`src/rtl/hex_byte_loader.sv`:
```
// Packs pairs of ASCII hex digits into bytes and pushes them to a FIFO write port.
// Latency: a byte is pushed one cycle after the edge that accepts its closing digit or separator.
// Backpressure: while a byte is pending, o_ready is low; a full FIFO either stalls or drops (DROP_ON_FULL).
module hex_byte_loader #(
    parameter int DROP_ON_FULL = 0,
    parameter int CNT_W        = 8
) (
    input  logic             i_clk,
    input  logic             i_rst,
    input  logic             i_valid,
    input  logic [7:0]       i_char,
    output logic             o_ready,
    output logic             o_wr,
    output logic [7:0]       o_data,
    input  logic             i_full,
    input  logic             i_clr_err,
    output logic             o_err,
    output logic             o_ovf,
    output logic [CNT_W-1:0] o_count
);

    typedef enum logic [1:0] {
        S_IDLE  = 2'd0,
        S_HALF  = 2'd1,
        S_PUSH  = 2'd2,
        S_STALL = 2'd3
    } state_t;

    state_t           state_q, state_d;
    logic [3:0]       nib_q, nib_d;
    logic [7:0]       byte_q, byte_d;
    logic             err_q, err_d;
    logic             ovf_q, ovf_d;
    logic [CNT_W-1:0] count_q, count_d;

    logic             is_digit;
    logic             is_sep;
    logic [3:0]       dig_val;
    logic             accept;
    logic             ready;
    logic             wr;
    logic             err_set;
    logic             ovf_set;

    // Character classification; letters map through their low nibble (A/a = 1 -> 10).
    always_comb begin
        is_digit = 1'b0;
        dig_val  = 4'h0;
        if (i_char >= 8'h30 && i_char <= 8'h39) begin
            is_digit = 1'b1;
            dig_val  = i_char[3:0];
        end else if ((i_char >= 8'h41 && i_char <= 8'h46) ||
                     (i_char >= 8'h61 && i_char <= 8'h66)) begin
            is_digit = 1'b1;
            dig_val  = i_char[3:0] + 4'd9;
        end
        is_sep = (i_char == 8'h20) || (i_char == 8'h2C) ||
                 (i_char == 8'h0D) || (i_char == 8'h0A);
    end

    assign accept = i_valid && ready;

    always_ff @(posedge i_clk or negedge i_rst) begin
        if (!i_rst) begin
            state_q <= S_IDLE;
            nib_q   <= 4'h0;
            byte_q  <= 8'h00;
            err_q   <= 1'b0;
            ovf_q   <= 1'b0;
            count_q <= '0;
        end else begin
            state_q <= state_d;
            nib_q   <= nib_d;
            byte_q  <= byte_d;
            err_q   <= err_d;
            ovf_q   <= ovf_d;
            count_q <= count_d;
        end
    end

    always_comb begin
        state_d = state_q;
        nib_d   = nib_q;
        byte_d  = byte_q;
        err_set = 1'b0;
        ovf_set = 1'b0;
        case (state_q)
            S_IDLE: begin
                if (accept) begin
                    if (is_digit) begin
                        state_d = S_HALF;
                        nib_d   = dig_val;
                    end else if (!is_sep) begin
                        err_set = 1'b1;
                    end
                end
            end
            S_HALF: begin
                if (accept) begin
                    nib_d = 4'h0;
                    if (is_digit) begin
                        state_d = S_PUSH;
                        byte_d  = {nib_q, dig_val};
                    end else if (is_sep) begin
                        state_d = S_PUSH;
                        byte_d  = {4'h0, nib_q};
                    end else begin
                        state_d = S_IDLE;
                        err_set = 1'b1;
                    end
                end
            end
            S_PUSH: begin
                if (!i_full) begin
                    state_d = S_IDLE;
                    byte_d  = 8'h00;
                end else if (DROP_ON_FULL != 0) begin
                    state_d = S_IDLE;
                    byte_d  = 8'h00;
                    ovf_set = 1'b1;
                end else begin
                    state_d = S_STALL;
                end
            end
            S_STALL: begin
                if (!i_full) begin
                    state_d = S_IDLE;
                    byte_d  = 8'h00;
                end
            end
            default: begin
                state_d = S_IDLE;
            end
        endcase
    end

    // A set event wins over a simultaneous clear.
    always_comb begin
        err_d   = err_set | (err_q & ~i_clr_err);
        ovf_d   = ovf_set | (ovf_q & ~i_clr_err);
        count_d = count_q;
        if (wr && (count_q != {CNT_W{1'b1}})) begin
            count_d = count_q + CNT_W'(1);
        end
    end

    always_comb begin
        ready  = (state_q == S_IDLE) || (state_q == S_HALF);
        wr     = ((state_q == S_PUSH) || (state_q == S_STALL)) && !i_full;
        o_ready = ready;
        o_wr    = wr;
        o_data  = wr ? byte_q : 8'h00;
        o_err   = err_q;
        o_ovf   = ovf_q;
        o_count = count_q;
    end

endmodule

```
`config.mk`:
```
export PLATFORM = sky130hd
export DESIGN_NAME = hex_byte_loader
export DESIGN_NICKNAME = d
export VERILOG_FILES = /design/src/rtl/hex_byte_loader.sv
export SDC_FILE = /design/constraint.sdc
export NUM_CORES = 1
export LEC_CHECK = 0
export CAP_MARGIN = 20
export CELL_PAD_IN_SITES_DETAIL_PLACEMENT = 0
export CELL_PAD_IN_SITES_GLOBAL_PLACEMENT = 1
export CORE_ASPECT_RATIO = 0.5
export CORE_MARGIN = 5
export CORE_UTILIZATION = 34
export CTS_CLUSTER_DIAMETER = 150
export CTS_CLUSTER_SIZE = 25
export DETAILED_ROUTE_END_ITERATION = 16
export PLACE_DENSITY_LB_ADDON = 0.1
export SYNTH_ARGS = -nofsm -noshare
export SYNTH_HDL_FRONTEND = slang
export SYNTH_SLANG_ARGS = --single-unit
```
`constraint.sdc`:
```
create_clock -name i_clk -period 1.45 [get_ports i_clk]
set_input_delay 0.29 -clock i_clk [delete_from_list [all_inputs] [get_ports i_clk]]
set_output_delay 0.29 -clock i_clk [all_outputs]
set_load 0.02 [all_outputs]
```
==> results.txt <==
TritonCTS Sinks - 24
n_diodes - 0
Worst Path Buf+Inv - 1
Initial Util - 36.1%
CTS clk-pin slew, worst paths - 0.08 ns
CTS tree - done
FF-to-FF setup slack - -0.06 ns
WL per Instance - 14.2 um
initial antenna violation count - 0
Synth cell types - 49
Nets - 228
final setup fails - 29
htree depth - 1
largest cells by area after synthesis - dfrtp_1, ha_1, mux2i_1, and2_1, nand2_1
maximum vdd drop - 0.357 mV
Total Routing Usage GR - 13.9%
first-pass GRT wire length - 6.37 mm
Routed WL - 3.73 mm
DRT iter0 DRCs - 25
layout cells sized above 1 - 50.2%
critical path class - in2reg
CP startpoint kind - input pin
vias in the first global route - 1327
GPL Wtd Cong - 0.772
Row Count - 16
asr flop ratio synth - 100%
Commonest cells post-synth - dfrtp_1, nand2_1, and2_1
Die Area - 5710 um^2
Gate Count Post-Synth - 136
Final Worst Setup Slack - -0.153 ns
largest net degree at the start of global routing - 25
area delta synth->final - 60.4%
number of flops mapped to enable cells by yosys - 0
min Tclk post-route - 1.60 ns
Static Leak - 1.13 nW
clk buf depth - 2
Via density - 4.99
Yosys top cell by area - dfrtp_1
hold_buf cts - 0
Avg Synthesized Cell Area - 10.6 um^2
HPWL Detailed - 2.69 mm
syn nets - 154
Critical-path top delay cell - or4b_4
Ports - 33
Final Max Slew Viols - 0
DIE WIDTH - 102 um
power after layout - 1.71 mW
Initial DRT Pass Iterations - 4
PortBufs - 32
Req. time, crit path - 1.61 ns
most common cell in the netlist - dfrtp_1
CTS buffer count - 3
failing checks - setup timing
Worst path max stage delay - 0.55 ns
ANT nets after route - 0
Root Driver - clkbuf_8
delay-heaviest family, CP - simple AND/OR/NAND/NOR gates
endpoints failing hold - 0
kind of end point of the critical path - register
area share of the largest cell type after synthesis - 41.8%
Design Area, Final - 2310 um^2
Least-Margin Pin Slew - 0.361 ns
period utilization - 111%
Seq/Total Area, Yosys - 41.8%
worst min path class - in2async
Yosys warnings - 0
Worst slew margin - 75.9%
pwr dens - 744 nW/um^2
core area - 3980 um^2
worst-skew pair later-pin latency - 0.27 ns
status - finished with violations
placed instance area - 2080 um^2
maxcap violations - 0
fill count - 340
Top FF cell, synth - dfrtp_1
clock skew - 0.00318 ns
largest fanout on the critical path - 5
fmax - 624 MHz
Synth Register Bits - 24
GRT overflow - 0
CP arrival - 1.76 ns
RSZ-0062 raised after global routing - true
Die Ht - 56.0 um
Cells after DPL - 252
DRC errors left - 0
critical path cell sequence - buf_6, or4b_4, nor3_4, a211o_4, nand3_4, a32o_2
Post-Layout Cell Count - 263
WHS - 0.376 ns
via count - 1312
DP Worst Slack - -0.870 ns
Cell Area, Synth - 1440 um^2
repair_timing:
| action | CTS | global route |
|---|---|---|
| setup endpoints to repair | 42 | 31 |
| resized for setup | 129 | 12 |
| cloned | 2 | 0 |
| setup buffers | 2 | 3 |
| pin swaps | 18 | 12 |
kinds of logic (layout without fill, tap and decap cells):
kind of cell               count (synthesis)  after routing  share of synthesized area (%)
buffers and inverters                      9             81                           3.39
DFF                                       24             24                           41.8
and+or+nand+nor                           50             51                           22.5
muxes                                      7              7                           4.96
adders and majority gates                  5              5                           4.35
AOI/OAI and AO/OA                         33             33                           18.2
xor gates and xnor gates                   8              8                           4.87
layer usage:
metal / routed length [um] / GRT usage [%] / part of all wire (%)
met5: 0 / 0 / 0
met4: 40 / 3.36 / 1.1
met3: 200 / 2.63 / 5.4
met2: 1750 / 22.7 / 47
met1: 1740 / 18.8 / 47
layout make-up:
class	instances	area, um^2	share of cell area [%]
Tap cell	54	67.6	2.93
Timing Repair inverter	1	8.76	0.380
Inverter	6	32.5	1.41
Multi-Input combinational cell	104	928	40.3
Timing Repair Buffer	70	611	26.5
Sequential cell	24	603	26.2
Clock buffer	4	55.1	2.39
placed cells by master (no fill, tap or decap), types with 3 or more instances in the layout:
cell,synthesis,final
buf_4,0,33
dfrtp_1,24,22
buf_6,2,16
nand2_1,13,12
dlygate4sd2_1,0,11
and2_4,0,8
nor2_1,6,6
xnor2_1,5,5
buf_2,0,5
a32o_2,4,4
nand4_1,4,4
mux2i_1,6,4
clkbuf_8,0,4
inv_1,6,3
xor2_1,3,3
a21oi_1,4,3
clkdlybuf4s50_1,0,3
path summary, 6_finish.rpt:
check,startpoint,end,cells after the start
setup / recovery,i_char[3],byte_q[6],6
hold / removal,i_rst,o_count[5],2
setup reg to reg,state_q[1],o_count[3],7
hold reg to reg,o_count[6],o_count[6],1
max in group asynchronous,i_rst,o_count[1],2
min in group i_clk,i_full,state_q[1],3
power by group:
part / total [mW] / leakage [nW] / switching, mW / internal (mW)
Combinational: 0.415 / 0.786 / 0.190 / 0.226
Clock: 0.458 / 0.0288 / 0.216 / 0.243
Sequential: 0.841 / 0.312 / 0.0828 / 0.758
metrics by stage:
stage | util (%) | TNS [ns]
after global placement | 52.2 | -20.81
after detailed placement | 52.2 | -21.16
after global routing | 57.9 | -4.13
after floorplan | - | -4.51
after CTS | 56.6 | -2.45
final | 57.9 | -2.34
state kept, by name (all words and copies together) (netlist names):
signal	cells
byte_q	8
nib_q	4
o_count	8
o_err	1
o_ovf	1
state_q	2
Note: power is estimated with default switching activity, not from simulation.
==> edit 1, RTL diff (config.mk and constraints unchanged) <==
Set the parameter `CNT_W` to 12 (it was 8).
--- a/src/rtl/hex_byte_loader.sv
+++ b/src/rtl/hex_byte_loader.sv
@@ -4,5 +4,5 @@
 module hex_byte_loader #(
     parameter int DROP_ON_FULL = 0,
-    parameter int CNT_W        = 8
+    parameter int CNT_W        = 12
 ) (
     input  logic             i_clk,
Ports: changed (resized o_count); port bits go from 33 to 37. The function was not compared with the original's and may differ.
==> edit 1 against the original RTL <==
The run still ends with setup timing left. Power up 14%. Sequential cell count up 4. Die area increased by 11%. Core utilization grew 9.2 points. Area after synthesis rose by 13%. Global-route usage is 1.3 points higher. Synthesized cell count is 15% higher. Wire length is 25% higher. Worst setup slack worse by 0.084 ns. Cell area increased by 31%. Critical path type is now flop to output pin. Critical endpoint is now o_data[3]. Largest cell class unchanged.
==> edit 1: results (changes against the original RTL) <==
stage,metric,value,unit,change
placement,Inst Count DP,301,,was 252
sta,Least-Margin Pin Slew,0.572,ns,was 0.361 ns
sta,setup ws final,-0.237,ns,was -0.153 ns
grt,Overall Global Routing Usage,15.2,%,was 13.9%
setup_path,CP Max Fanout,4,,was 5
detailed_routing,DRT Wirelength,4660,um,was 3730 um
clock_network,"CTS clk-pin slew, worst paths",0.10,ns,was 0.08 ns
grt,number of global-route vias before repair,1616,,"was 1,327"
layout,share of cells above drive strength 1,58.4,%,was 50.2%
status,status,"finished, violations left",,unchanged
detailed_routing,DR iter-0 viols,50,,was 25
placement,Post-DP HPWL,3070,um,was 2690 um
logic_synthesis,sequential area share after synthesis,43.2,%,was 41.8%
sta,# setup viols final,35,,was 29
layout,final non-filler cell total,328,,was 263
logic_synthesis,synthesized net count,175,,was 154
power,leakage,1.40,nW,was 1.13 nW
status,failing checks,setup timing,,unchanged
placement,port buffer count,36,,was 32
setup_path,arrival time at the worst endpoint,1.40,ns,was 1.76 ns
grt,pin count of the biggest net entering global routing,29,,was 25
layout,Nets,281,,was 228
grt,first-pass GRT wire length,7670,um,was 6370 um
power,VDD IR max,394,uV,was 357 uV
detailed_routing,vias per cell,4.88,,was 4.99
## edit 1: final timing paths
kind / cells past startpoint / startpoint / slack (ns) / endpoint
min in group i_clk: 3 / i_full / 0.39 / state_q[1]
max in group asynchronous: 2 / i_rst / 0.91 / o_count[1]
setup reg to reg: 8 / state_q[1] / -0.21 / o_count[11]
setup / recovery: 5 / state_q[1] / -0.24 / o_data[3]
hold / removal: 2 / i_rst / 0.37 / o_count[3]
hold reg to reg: 1 / o_count[7] / 0.50 / o_count[7]
## edit 1: worst register-to-register path, cell delays in order, from the launching register on
cell	delay (ns)
dfrtp_1	0.35
or2b_4	0.30
clkinvlp_4	0.11
buf_4	0.12
buf_6	0.09
and3_4	0.19
nand4_1	0.13
nor2_1	0.16
xor2_1	0.16
## edit 1: routing by layer
layer | global-route usage, % | part of all wire, % | vias to the layer above
met4 | 3.24 | 1.2 | 0
met2 | 28.6 | 51 | 31
met3 | 2.63 | 3.2 | 4
met5 | 0 | 0 | -
met1 | 18.4 | 44 | 769
li1 | - | - | 796
## edit 1: power by group through the flow
| stage | combinational, mW | sequential, mW | clock, mW |
|---|---|---|---|
| floorplan | 0.223 | 0.984 | 0 |
| global placement | 0.466 | 0.968 | 0 |
| detailed placement | 0.481 | 0.972 | 0 |
| CTS | 0.531 | 0.966 | 0.459 |
| global route | 0.592 | 0.983 | 0.487 |
| finish | 0.546 | 0.967 | 0.441 |
## edit 1: cell families (layout without fill, tap and decap cells)
kind of cell / Yosys count / in the layout / synth area share, %
AND/OR/NAND/NOR: 64 / 64 / 22.5
AO/OA/AOI/OAI: 32 / 33 / 17.4
flip-flops: 28 / 28 / 43.2
buffers and inverters: 12 / 116 / 3.70
XOR/XNOR: 10 / 10 / 5.40
multiplexers: 6 / 6 / 3.94
adder cells (fa/ha/maj): 5 / 5 / 3.86
## edit 1: final cells by class
class                   instances  area (sq um)
clock buffers                   4          45.0
repair inverters                1          7.51
flip-flops and latches         28           708
repair buffers                104           953
well taps                      66          82.6
inverters                       7          47.5
multi-input cells             118          1180
fillers                       363          1480
## edit 1: repair_timing
item / CTS / global route
gates resized for setup: 140 / 32
hold buffers: 0 / 0
buffers inserted: 14 / 10
endpoints found under the setup margin: 51 / 41
gates cloned: 2 / 0
pin swaps: 29 / 25
## edit 1: through the flow
step           worst slack [ns]  setup TNS [ns]  utilization, %  cell area (sq um)
2_1_floorplan            -0.243           -2.05               -               1760
3_3_place_gp             -0.960          -26.39            56.1               2530
3_5_place_dp             -0.996          -27.11            56.1               2530
4_1_cts                  -0.315           -5.57            64.4               2910
5_1_grt                  -0.296           -7.33            67.1               3030
6_report                 -0.237           -5.14            67.1               3030
==> edit 2, RTL diff (same flow settings) <==
Without the edit above. Take the reset off `byte_q` and load it in a clocked block of its own.
--- a/src/rtl/hex_byte_loader.sv
+++ b/src/rtl/hex_byte_loader.sv
@@ -65,5 +65,4 @@
             state_q <= S_IDLE;
             nib_q   <= 4'h0;
-            byte_q  <= 8'h00;
             err_q   <= 1'b0;
             ovf_q   <= 1'b0;
@@ -72,9 +71,12 @@
             state_q <= state_d;
             nib_q   <= nib_d;
-            byte_q  <= byte_d;
             err_q   <= err_d;
             ovf_q   <= ovf_d;
             count_q <= count_d;
         end
+    end
+
+    always_ff @(posedge i_clk) begin
+        byte_q <= byte_d;
     end
 
Behaviour: no difference found for any inputs over 10 cycles, from zero or initial values and one cycle with i_rst low; that may be too few to reach the edited logic, so the function may still have changed.
==> edit 2 against the original RTL <==
The run still ends with setup timing left. Highest routed layer unchanged. Sequential cell count stayed put. Cell area is 19% higher. Wire length is 24% higher. Critical path type unchanged. Core utilization is 5.2 points higher. Clock skew is 0.0011 ns higher. Worst setup slack worse by 0.17 ns. Sequential share of layout area is 2.5 points lower. Via count is 14% higher. Power is 4.9% higher. Count of clock-buffer cells in the layout stayed put. First-iteration DRC count is 150% higher. Critical path depth stayed put. Area after synthesis is 4.4% higher.
==> edit 2: results (changes against the original RTL) <==
stage,metric,value,unit,change
detailed_routing,wl on met1,2150,um,was 1740 um
detailed_routing,routed length on met3,166,um,was 200 um
setup_path,R2R cell count,5,,was 7
placement,RePlAce Congestion,0.886,,was 0.772
layout,Nets,261,,was 228
detailed_routing,DR iter-0 viols,62,,was 25
layout,# fillers,359,,was 340
power,VDD IR max,354,uV,was 357 uV
sta,# setup viols final,34,,was 29
sta,Max-slew headroom,70.7,%,was 75.9%
sta,skew final,0.00432,ns,was 0.00318 ns
logic_synthesis,Async SR Flop Fraction,66.7,%,was 100%
logic_synthesis,synthesized-area fraction occupied by adder cells,4.17,%,was 4.35%
status,failing checks,setup timing,,unchanged
logic_synthesis,mux contribution to synthesized area,3.58,%,was 4.96%
logic_synthesis,most frequent cells after synthesis,"dfrtp_1 (16), nand2_1 (9), nor2_1 (9)",,"was dfrtp_1 (24), nand2_1 (13), and2_1 (8)"
sta,setup ws final,-0.327,ns,was -0.153 ns
logic_synthesis,sequential area share after synthesis,42.7,%,was 41.8%
status,status,"finished, violations left",,unchanged
detailed_routing,met2 routed WL,2310,um,was 1750 um
detailed_routing,DR vias,1494,,"was 1,312"
grt,first-pass GRT wire length,7510,um,was 6370 um
detailed_routing,DR WL/cell,15.5,um,was 14.2 um
grt,Overall Global Routing Usage,15.5,%,was 13.9%
setup_path,arrival time at the worst endpoint,1.80,ns,was 1.76 ns
logic_synthesis,Post-Synth XOR/XNOR Area,2.92,%,was 4.87%
clock_network,htree depth,1,,unchanged
placement,Post-DP HPWL,3310,um,was 2690 um
power,leakage,1.21,nW,was 1.13 nW
logic_synthesis,Compound-Gate Fraction of Synth Area,17.6,%,was 18.2%
setup_path,reg2reg setup slack,-0.15,ns,was -0.06 ns
==> edit 2: final cells by class <==
| class | instances | area share [%] |
|---|---|---|
| sequential | 24 | 23.7 |
| inverter | 8 | 1.64 |
| timing repair buffer | 93 | 29.8 |
| multi-input combinational | 112 | 40.0 |
| tap | 57 | 2.60 |
| clock buffer | 4 | 2.01 |
| timing repair inverter | 1 | 0.274 |
==> edit 2: power by group <==
part           leakage [nW]  total [mW]  switching [mW]  internal, mW
Combinational         0.918       0.540           0.247         0.293
Clock                0.0288       0.459           0.216         0.242
Sequential            0.260       0.801          0.0467         0.754
==> edit 2: cell families after synthesis <==
kind of cell,after synthesis
buf+inv,13
xor+xnor,5
compound gates,32
fa+ha+maj,5
simple gates,65
flops,24
mux,5
==> edit 2: repair_timing <==
| action | 4_1_cts | 5_1_grt |
|---|---|---|
| gates resized for setup | 144 | 47 |
| gates cloned | 1 | 0 |
| pin swaps | 24 | 26 |
| buffers inserted | 13 | 9 |
| hold buffers | 0 | 0 |
| endpoints found under the setup margin | 46 | 37 |
==> edit 2: worst max-delay path by stage <==
stage                     end  depth (start not counted)
floorplan           byte_q[2]                          4
global placement    byte_q[6]                          7
detailed placement  byte_q[3]                          7
CTS                 byte_q[2]                          6
global route        byte_q[2]                          6
finish              byte_q[2]                          6
==> edit 2: through the flow <==
step | cell area [sq um] | hold WS (ns) | setup TNS (ns) | cells | total power, mW
after floorplan | 1560 | -0.00559 | -9.07 | 149 | 1.02
after global placement | 2280 | 0.481 | -29.94 | 280 | 1.24
after detailed placement | 2280 | 0.492 | -31.14 | 280 | 1.25
after CTS | 2590 | 0.356 | -6.86 | 296 | 1.74
after global routing | 2740 | 0.368 | -6.91 | 299 | 1.90
final | 2740 | 0.346 | -5.68 | 299 | 1.80
==> edit 2: metal layers <==
| metal | vias to the layer above | global-route usage (%) |
|---|---|---|
| met4 | 0 | 2.21 |
| met1 | 717 | 20.1 |
| met3 | 2 | 3.05 |
| li1 | 743 | - |
| met2 | 32 | 27.8 |
| met5 | - | 0 |
